[src/rtl/param_loader_if.sv]
// Bundle between a parameter loader, the system that starts it and the BRAM it reads.
// The slave side is the loader; the master side is the requester plus memory.
interface param_loader_if #(
    parameter int COUNT      = 10,
    parameter int W          = 8,
    parameter int ADDR_WIDTH = 18
);
    logic                    start;
    logic [ADDR_WIDTH-1:0]   base_addr;
    logic                    mem_en;
    logic [ADDR_WIDTH-1:0]   mem_addr;
    logic [W-1:0]            mem_dout;
    logic [COUNT*W-1:0]      data_out;
    logic                    busy;
    logic                    done;

    modport master (
        output start, base_addr, mem_dout,
        input  mem_en, mem_addr, data_out, busy, done
    );

    modport slave (
        input  start, base_addr, mem_dout,
        output mem_en, mem_addr, data_out, busy, done
    );
endinterface

[src/rtl/param_loader.sv]
// Streams COUNT consecutive words from an external BRAM, starting at a runtime base
// address, into one packed register; done is held until the next accepted start.
module param_loader #(
    parameter int COUNT      = 10,
    parameter int W          = 8,
    parameter int ADDR_WIDTH = 18,
    parameter int RD_LAT     = 2
) (
    input  logic          clk,
    input  logic          rst,
    param_loader_if.slave bus
);
    localparam int PTR_W = $clog2(COUNT + 1);

    typedef enum logic [1:0] {IDLE, ISSUE, DRAIN, DONE} state_t;

    state_t              state;
    logic [PTR_W-1:0]    rd_cnt;
    logic [PTR_W-1:0]    wr_ptr;
    logic [RD_LAT-1:0]   vld_p;

    always_ff @(posedge clk) begin
        if (rst) begin
            state        <= IDLE;
            bus.mem_en   <= 1'b0;
            bus.mem_addr <= '0;
            bus.data_out <= '0;
            bus.busy     <= 1'b0;
            bus.done     <= 1'b0;
            rd_cnt       <= '0;
            wr_ptr       <= '0;
            vld_p        <= '0;
        end else begin
            // vld_p[i] marks a read issued i+1 edges ago; the tail lines up with mem_dout
            vld_p[0] <= bus.mem_en;
            for (int i = 1; i < RD_LAT; i++) begin
                vld_p[i] <= vld_p[i-1];
            end

            if (vld_p[RD_LAT-1]) begin
                for (int i = 0; i < COUNT; i++) begin
                    if (wr_ptr == PTR_W'(i)) begin
                        bus.data_out[i*W +: W] <= bus.mem_dout;
                    end
                end
                wr_ptr <= wr_ptr + PTR_W'(1);
            end

            case (state)
                IDLE, DONE: begin
                    if (bus.start) begin
                        state        <= ISSUE;
                        bus.mem_en   <= 1'b1;
                        bus.mem_addr <= bus.base_addr;
                        bus.busy     <= 1'b1;
                        bus.done     <= 1'b0;
                        rd_cnt       <= '0;
                        wr_ptr       <= '0;
                    end
                end
                ISSUE: begin
                    rd_cnt <= rd_cnt + PTR_W'(1);
                    if (rd_cnt == PTR_W'(COUNT - 1)) begin
                        bus.mem_en <= 1'b0;
                        state      <= DRAIN;
                    end else begin
                        bus.mem_addr <= bus.mem_addr + ADDR_WIDTH'(1);
                    end
                end
                DRAIN: begin
                    if (wr_ptr == PTR_W'(COUNT)) begin
                        state    <= DONE;
                        bus.busy <= 1'b0;
                        bus.done <= 1'b1;
                    end
                end
                default: state <= IDLE;
            endcase
        end
    end
endmodule

[src/flat_wrapper.sv]
// flat-port wrapper written by rule: the top's interface ports become plain ports
module param_loader_flat 
#(
    parameter int COUNT      = 10,
    parameter int W          = 8,
    parameter int ADDR_WIDTH = 18,
    parameter int RD_LAT     = 2
)
  (clk, rst, bus_start, bus_base_addr, bus_mem_dout, bus_mem_en, bus_mem_addr, bus_data_out, bus_busy, bus_done);
  param_loader_if #(.COUNT(COUNT), .W(W), .ADDR_WIDTH(ADDR_WIDTH)) bus_i ();
  input  logic clk;
  input  logic rst;
  input wire logic [$bits(bus_i.start)-1:0] bus_start;
  input wire logic [$bits(bus_i.base_addr)-1:0] bus_base_addr;
  input wire logic [$bits(bus_i.mem_dout)-1:0] bus_mem_dout;
  output wire logic [$bits(bus_i.mem_en)-1:0] bus_mem_en;
  output wire logic [$bits(bus_i.mem_addr)-1:0] bus_mem_addr;
  output wire logic [$bits(bus_i.data_out)-1:0] bus_data_out;
  output wire logic [$bits(bus_i.busy)-1:0] bus_busy;
  output wire logic [$bits(bus_i.done)-1:0] bus_done;
  assign bus_i.start = bus_start;
  assign bus_i.base_addr = bus_base_addr;
  assign bus_i.mem_dout = bus_mem_dout;
  assign bus_mem_en = bus_i.mem_en;
  assign bus_mem_addr = bus_i.mem_addr;
  assign bus_data_out = bus_i.data_out;
  assign bus_busy = bus_i.busy;
  assign bus_done = bus_i.done;
  param_loader #(.COUNT(COUNT), .W(W), .ADDR_WIDTH(ADDR_WIDTH), .RD_LAT(RD_LAT)) u_core (.clk(clk), .rst(rst), .bus(bus_i));
endmodule
[config.mk]
export PLATFORM = sky130hd
export DESIGN_NAME = param_loader_flat
export DESIGN_NICKNAME = d
export VERILOG_FILES = /design/src/rtl/param_loader_if.sv /design/src/rtl/param_loader.sv /design/src/flat_wrapper.sv
export SDC_FILE = /design/constraint.sdc
export NUM_CORES = 1
export LEC_CHECK = 0
export ABC_AREA = 1
export BUFFER_PORTS_ARGS = -buffer_cell sky130_fd_sc_hd__buf_4
export CAP_MARGIN = 20
export CORE_ASPECT_RATIO = 1.25
export CORE_MARGIN = 2
export CORE_UTILIZATION = 47
export DETAILED_ROUTE_END_ITERATION = 7
export GPL_TIMING_DRIVEN = 0
export PLACE_DENSITY = 0.86
export SLEW_MARGIN = 5
export SYNTH_ARGS = -nofsm -noshare
export SYNTH_HDL_FRONTEND = slang
export SYNTH_SLANG_ARGS = --single-unit
[constraint.sdc]
create_clock -name clk -period 1.5 [get_ports clk]
set_input_delay 0 -clock clk [delete_from_list [all_inputs] [get_ports clk]]
set_output_delay 0 -clock clk [all_outputs]
set_load 0.005 [all_outputs]
* Word-level counts from Yosys, hierarchy flattened
Cells that the tools add are included.
** Operators by class
- Multiplexer cells :: 20
- Div/mod/pow operators :: 0
- Reduce and logical (&&, ||, !) cells :: 20
- Equal/unequal tests :: 18
- $lt $le $gt $ge :: 0
- $mul :: 0
- Add/subtract/negate cells :: 3
- Shift operators :: 0
- Bitwise gates (word level) :: 0
** Operators with widths (count)
- 2-to-1 mux 18 bit :: 2
- case mux 18 bit (2 select lines) :: 1
- AND reduction 2 bit :: 11
- adder 18 x 1 -> 18 bit, second input constant :: 1
- == test 4 x 3 -> 1 bit, second input constant :: 4
- == test 4 bit, second input constant :: 4
- 2-to-1 mux 4 bit :: 4
- AND reduction 3 bit :: 4
- adder 4 x 1 -> 4 bit, second input constant :: 2
- == test 4 x 2 -> 1 bit, second input constant :: 2
- case mux 4 bit (2 select lines) :: 1
- 2-to-1 mux 2 bit :: 3
- case mux 1 bit (2 select lines) :: 3
- case mux 2 bit (3 select lines) :: 1
- 2-to-1 mux 1 bit :: 5
- == test 2 bit, second input constant :: 2
- == test 4 x 1 -> 1 bit, second input constant :: 1
- zero test 4 bit :: 1
- != test 2 x 1 -> 1 bit, second input constant :: 2
- != test 2 bit, second input constant :: 2
- nonzero test 2 bit :: 2
- == test 2 x 1 -> 1 bit, second input constant :: 1
- zero test 2 bit :: 1
- OR reduction 2 bit :: 1
** Storage, ports and cells
- Memory bits (read-only) :: 0
- RAM bits :: 0
- Input bits :: 29
- Flip-flop bits (word level) :: 113
- Memories kept :: 0
- Latch bits :: 0

* Logic depth before layout (Yosys ltp)
Gate-level depths: netlist of run 1.
- Word-level depth :: 4
- Mapped depth :: 11
- Mapped depth without buffers :: 10

* Least setup slack after synthesis of run 1
Ideal clock, no wire load.
- Path type :: reg-to-reg
- Start :: register u_core.state[0]
- End :: register u_core.bus.mem_addr[3]
- Setup time :: 133 ps
- Clock period less this slack :: 1632 ps
- Path buffers :: 1
- Arrival :: 1499 ps
- Cell stages (with the launch flop) :: 10
- Setup slack :: -132 ps
- Cell sequence :: dfxtp_1 -> inv_1 -> ha_1 -> o21ai_4 -> o21ai_4 -> inv_4 -> buf_6 -> o21ai_0 -> nand2_1 -> a21oi_1
** Between the ends
- Longest elaborated chain between the ends :: 4
- Elaborated cells on any way between the ends :: 9
** RTL lines
- from (decl) :: RTL line param_loader.sv:17 : state_t state;
- from (signal assigned) :: RTL line param_loader.sv:24 : state <= IDLE;
- from (signal assigned) :: RTL line param_loader.sv:52 : state <= ISSUE;
- from (signal assigned) :: RTL line param_loader.sv:65 : state <= DRAIN;
- == test 2 bit / zero test 2 bit (equally long branches) :: RTL line param_loader.sv:49 : case (state)
- OR reduction 2 bit :: RTL line param_loader.sv:49
- != test 2 bit (no source line) / nonzero test 2 bit (equally long branches)
- AND reduction 3 bit (no source line)
- to (signal assigned) :: RTL line param_loader.sv:54 : bus.mem_addr <= bus.base_addr;
- to (signal assigned) :: RTL line param_loader.sv:67 : bus.mem_addr <= bus.mem_addr + ADDR_WIDTH'(1);
- to (decl) :: RTL line param_loader_if.sv:24 : output mem_en, mem_addr, data_out, busy, done
Parallel ways exist; a longest one is shown, timed or not.
A chain may end at the register's enable or synchronous reset.

* Worst setup path after layout of run 1
Same ends and word-level chain as after synthesis.

==> metrics.txt, run 1 <==
DIE AREA 0.01086 mm^2; Static Leak between 3 and 4 nW; Final min period around 1.6 ns; Max-Cap Viols 0; internal power ~7.5 mW; leading area contributor after synthesis dfxtp_1; total power 11.05 mW; DR iter-0 viols around 280; WS Path Type reg2reg; WL/cell between 15 and 20 um; IO Port Bufs around 120; Final Hold Vio Count 0; Max-slew headroom a little under three fifths; Fillers between 700 and 800; endpoints failing setup 15; Post-DP HPWL between 9000 and 10,000 um; Die Wd roughly 94 um; GRT Overall Usage 26.49%; Layout Skew around 0.010 ns; Sw Ratio around a third; pin count of the biggest net entering global routing 17; Slew @ Worst Pin 0.6580 ns; NetSw between 3 and 4 mW; fin. max-slew vios 0; ANT nets after route 0; CP peak stage delay roughly 0.38 ns; Max IR drop VDD roughly 900 uV; initial core utilization between 40% and 50%; f_max 645.1 MHz; critical path's slowest cell dfxtp_4; Synth top area share a little under half; Worst Slack Setup Final -0.05024 ns; RSZ-0062 raised after global routing yes; power per cell area approximately 1600 mW/mm^2; CP arrival around 1.8 ns; count of flip-flops with a built-in enable after synthesis 0; gr ovfl total 0; failing checks negative setup slack; GPL Wtd Cong 0.9886; Reg power frac between 30% and 40%; unique cell type count in the Yosys netlist 32; crit-path max FO 5; Setup crit end kind flop; Syn Nets 698; Final Cycle Share 103.3%; layout cells sized above 1 a little under 30%; Post-synth ARST share 0%; Synth area leaders dfxtp_1 48%, nor2_1 17%, o21ai_0 10%; Top Ports 130; Root Driver clkbuf_16; Hold Crit Class in2reg; Synth top cells by count 214 x nor2_1, 113 x dfxtp_1, 98 x o21ai_0; clk slew on worst S/H paths 0.06 ns; design area between 0.007 and 0.008 mm^2; post-synthesis cell area ~0.0047 mm^2; drt pass-1 iters 5; Layout area overhead 48.83%; count leader, synth nor2_1; sequential share of the synthesized area 47.93%; CP required about 1.8 ns; syn_area_per_cell 7.151 um^2; clock buffer depth 2; CTS Sinks 113; DR vias 5,225; DRC Markers 0; Ys Warns 0; Diodes inserted 0; Yosys reg bits about 110; crit start category flop; DRT Wirelength ~15,000 um; crit-path cells inv_4 -> ha_4 -> nand2_4 -> o21ai_4 -> o21ai_4 -> inv_4 -> buf_6 -> o21ai_2 -> nand2_1 -> a21oi_2; Rows 40; vias in the first global route about 4,800; clock power share 38.9%; first-pass GRT wire length 22,670 um; area of the core a little under 0.01 mm^2; total number of H-tree levels 4; post-synthesis instance total 660; CTS tree yes; initial antenna violation count 0; Primary FF master, synth dfxtp_1; Chip Height around 120 um; nets roughly 890; Comb power frac between 20% and 30%; Avg Vias per Cell about 5.3; outcome finished, violations left; Clk Latency, worst-skew pair around 0.41 ns; placed cell area 0.005824 mm^2; total CTS buffers 17
[timing repair]
| item | CTS | global route |
|---|---|---|
| hold buffers | 17 | 0 |
| cloned | 1 | 0 |
| setup buffers | 7 | 23 |
| gates resized for setup | 36 | 40 |
| endpoints found under the hold margin | 20 | 0 |
| setup endpoints to repair | 95 | 104 |
| pin swaps | 4 | 16 |
[layer usage]
metal,vias to the layer above,global-route usage (%),part of all wire (%)
met3,47,7.282,8.9
met1,2385,29.38,37
met5,-,0,0
li1,2505,-,-
met4,0,11.98,3.0
met2,288,47.19,51
[final timing paths]
check / from / to / slack (ns) / cells after the start
setup reg to reg: u_core.state[0] / u_core.bus.mem_addr[3] / -0.05 / 10
hold reg to reg: u_core.vld_p[0] / u_core.vld_p[1] / 0.44 / 2
hold / removal: bus_base_addr[17] / u_core.bus.mem_addr[17] / 0.02 / 5
setup / recovery: u_core.state[0] / u_core.bus.mem_addr[3] / -0.05 / 10
[cell usage in the layout (no fill, tap or decap), drive strengths merged, types with 3 or more instances in the layout]
cell / n
a211oi: 3
a21oi: 25
buf: 165
bufinv: 4
clkbuf: 31
clkinv: 4
dfxtp: 113
dlygate4sd3: 17
ha: 9
inv: 46
nand2: 83
nand3: 18
nand4: 4
nor2: 214
nor3: 4
o21ai: 103
xor2: 3
[layout make-up]
cell class	instances	area [um^2]	share of cell area, %
buffer	27	131.4	1.870
clock buffer	17	425.4	6.056
clock inverter	14	205.2	2.921
inverter	42	165.2	2.351
multi-input combinational	477	2346	33.40
sequential	113	2278	32.44
tap	126	157.7	2.244
timing repair buffer	169	1315	18.72
[state kept, by name, summed over array words and instances (netlist names)]
register / cells
u_core.bus.busy: 1
u_core.bus.data_out: 80
u_core.bus.done: 1
u_core.bus.mem_addr: 18
u_core.bus.mem_en: 1
u_core.rd_cnt: 4
u_core.state: 2
u_core.vld_p: 2
u_core.wr_ptr: 4
[logic make-up after synthesis]
kind of cell	Yosys count	share of synthesized area, %
compound gates	139	15.91
xor+xnor	3	0.5568
fa+ha+maj	9	2.386
buf+inv	70	6.230
flops	113	47.93
simple gates	326	26.99
[power groups by stage]
stage          clock network [mW]  registers [mW]  logic (mW)
2_1_floorplan                   0            3.67        1.54
3_3_place_gp                    0            3.74        2.30
3_5_place_dp                    0            3.74        2.35
4_1_cts                      4.32            3.70        2.66
5_1_grt                      4.48            3.78        3.24
6_report                     4.30            3.75        3.00
[stage by stage]
step	setup WS, ns	utilization (%)	std cells	hold WS [ns]	setup TNS [ns]
2_1_floorplan	-0.003059	-	660	0.07847	-0.005539
3_5_place_dp	-0.2437	59.99	907	0.2414	-14.14
6_report	-0.05024	72.35	985	0.01667	-0.3746
3_3_place_gp	-0.2171	59.99	907	0.2391	-13.04
5_1_grt	-0.08601	72.35	985	0.04139	-1.403
4_1_cts	-0.1000	69.64	962	0.004859	-2.163
[worst max-delay path, delay by kind of cell, from the launching register on]
| kind | cells | cell delay [ns] |
|---|---|---|
| compound gates | 4 | 0.29 |
| flops | 1 | 0.38 |
| buf+inv | 3 | 0.28 |
| simple gates | 2 | 0.15 |
| fa+ha+maj | 1 | 0.30 |
(Power assumes the default switching activity.)
==> run 2: changes to the inputs <==
- RECOVER_POWER: default -> 25
==> metrics.txt, run 2 (synthesis gave the netlist of run 1 again) <==
Layout Skew approximately 0.011 ns; total number of H-tree levels 4; RSZ-0062 raised after global routing yes; R2R Setup Slk -0.05 ns; Chip Height between 100 and 150 um; Largest regs u_core.bus.data_out x80, u_core.bus.mem_addr x18; Rows 40; fin. max-slew vios 0; CP arrival roughly 1.8 ns; r2r startpoint u_core.state[0]; Hold Crit Class in2reg; pin count of the biggest net entering global routing 17; Top Ports 130; reg2reg end u_core.bus.mem_addr[3]; design area about 0.007 mm^2; CP bufs+invs 3; critical path's slowest cell dfxtp_4; Worst Slack Setup Final -0.05206 ns; crit-path cells inv_4 -> ha_4 -> nand2_4 -> o21ai_4 -> o21ai_4 -> inv_4 -> buf_6 -> o21ai_2 -> nand2_1 -> a21oi_2; failing checks negative setup slack; Placement Setup Slack -0.2437 ns; Post-DP HPWL around 9400 um; CTS Sinks 113; delay-heaviest family, CP flip-flops; initial antenna violation count 0; Top reg by flops u_core.bus.data_out; CP startpoint u_core.state[0]; crit-path max FO 5; Util after Layout between 70% and 80%; endpoints failing setup 15; Cells after DPL roughly 900; crit path capture u_core.bus.mem_addr[3]; Clk Latency, worst-skew pair 0.41 ns; initial core utilization 48.61%; Layout area overhead 48.28%; Worst R2R Path Depth 10; first-pass GRT wire length about 23,000 um; IO Port Bufs 121; Final Hold Vio Count 0; DR vias ~5,200; most common cell after layout, fill and taps aside nor2_1; Setup crit end kind flop; nets 885; gr ovfl total 0; Diodes inserted 0; Avg Vias per Cell 5.277; GRT Overall Usage between 20% and 30%; Slew @ Worst Pin 0.6542 ns; Static Leak 3.134 nW; GPL Wtd Cong approximately 0.99; DRT Wirelength 15,160 um; vias in the first global route around 4,800; area of the core 0.009709 mm^2; Root Driver clkbuf_16; DRC Markers 0; most frequent cells in the layout 199 x nor2_1, 105 x buf_4, 102 x dfxtp_1, 90 x o21ai_0, 76 x nand2_1; total power between 10 and 15 mW; Max-Cap Viols 0; Cell Count, Final, Fillers Out 985; CP peak stage delay roughly 0.38 ns; Largest register FFs 80; Max IR drop VDD about 910 uV; ANT nets after route 0; Final Cycle Share 103.5%; Final Hold Slack about 0.021 ns; clock buffer depth 2; Die Wd around 94 um; DIE AREA between 0.01 and 0.015 mm^2; Final min period about 1.6 ns; Max-slew headroom 56.39%; crit start category flop; CTS tree yes; total CTS buffers 17; clk slew on worst S/H paths about 0.060 ns; layout cells sized above 1 roughly 29%; outcome finished, violations left; drt pass-1 iters 6; WL/cell between 15 and 20 um; power per cell area between 1500 and 2000 mW/mm^2; placed cell area about 0.0058 mm^2; setup TNS -0.4062 ns; f_max about 640 MHz; DR iter-0 viols 252; Critical Path Stages 10; CP required between 1.5 and 2 ns; WS Path Type reg2reg
## run 2: changes by cell type in the layout (fill, tap and decap cells not counted), sizes merged
cell and delta:
buf -45, clkbuf +45
## run 2: routing by layer
layer	up-vias	routed length [um]	track usage, %
li1	2502	-	-
met3	40	1340	7.282
met5	-	0	0
met2	277	7675	47.19
met1	2379	5749	29.38
met4	0	392	11.98
## run 2: worst min-delay path by stage
stage,from,endpoint,slack [ns],cells past startpoint
after detailed placement,rst,u_core.bus.done,0.24,2
after CTS,bus_base_addr[9],u_core.bus.mem_addr[9],0.005,5
after global placement,rst,u_core.bus.done,0.24,2
final,bus_base_addr[9],u_core.bus.mem_addr[9],0.02,5
after floorplan,rst,u_core.bus.done,0.08,1
after global routing,bus_base_addr[17],u_core.bus.mem_addr[17],0.04,5
## run 2: layout make-up
cell class / instances / area (um^2)
plain buffers: 27 / 131.4
clock buffers: 17 / 425.4
clock inverters: 14 / 205.2
fillers: 742 / 2711
inverters: 42 / 165.2
multi-input cells: 477 / 2346
flip-flops and latches: 113 / 2278
well taps: 126 / 157.7
repair buffers: 169 / 1289
## run 2: worst register-to-register path, stage by stage, from the launching register on
cell and delay, ns:
dfxtp_4 0.38, inv_4 0.04, ha_4 0.30, nand2_4 0.07, o21ai_4 0.08, o21ai_4 0.12, inv_4 0.11, buf_6 0.13
o21ai_2 0.05, nand2_1 0.08, a21oi_2 0.05
## run 2: timing repair
item,CTS,global route
gates resized for setup,36,40
pin swaps,4,16
buffers inserted,7,23
endpoints found under the setup margin,95,104
hold endpoints to repair,20,0
cloned,1,0
hold buffers,17,0
## run 2: report_power, final
part | switching [mW] | internal [mW] | total (mW)
clock network | 1.50 | 2.80 | 4.30
registers | 0.410 | 3.34 | 3.75
logic | 1.61 | 1.40 | 3.01
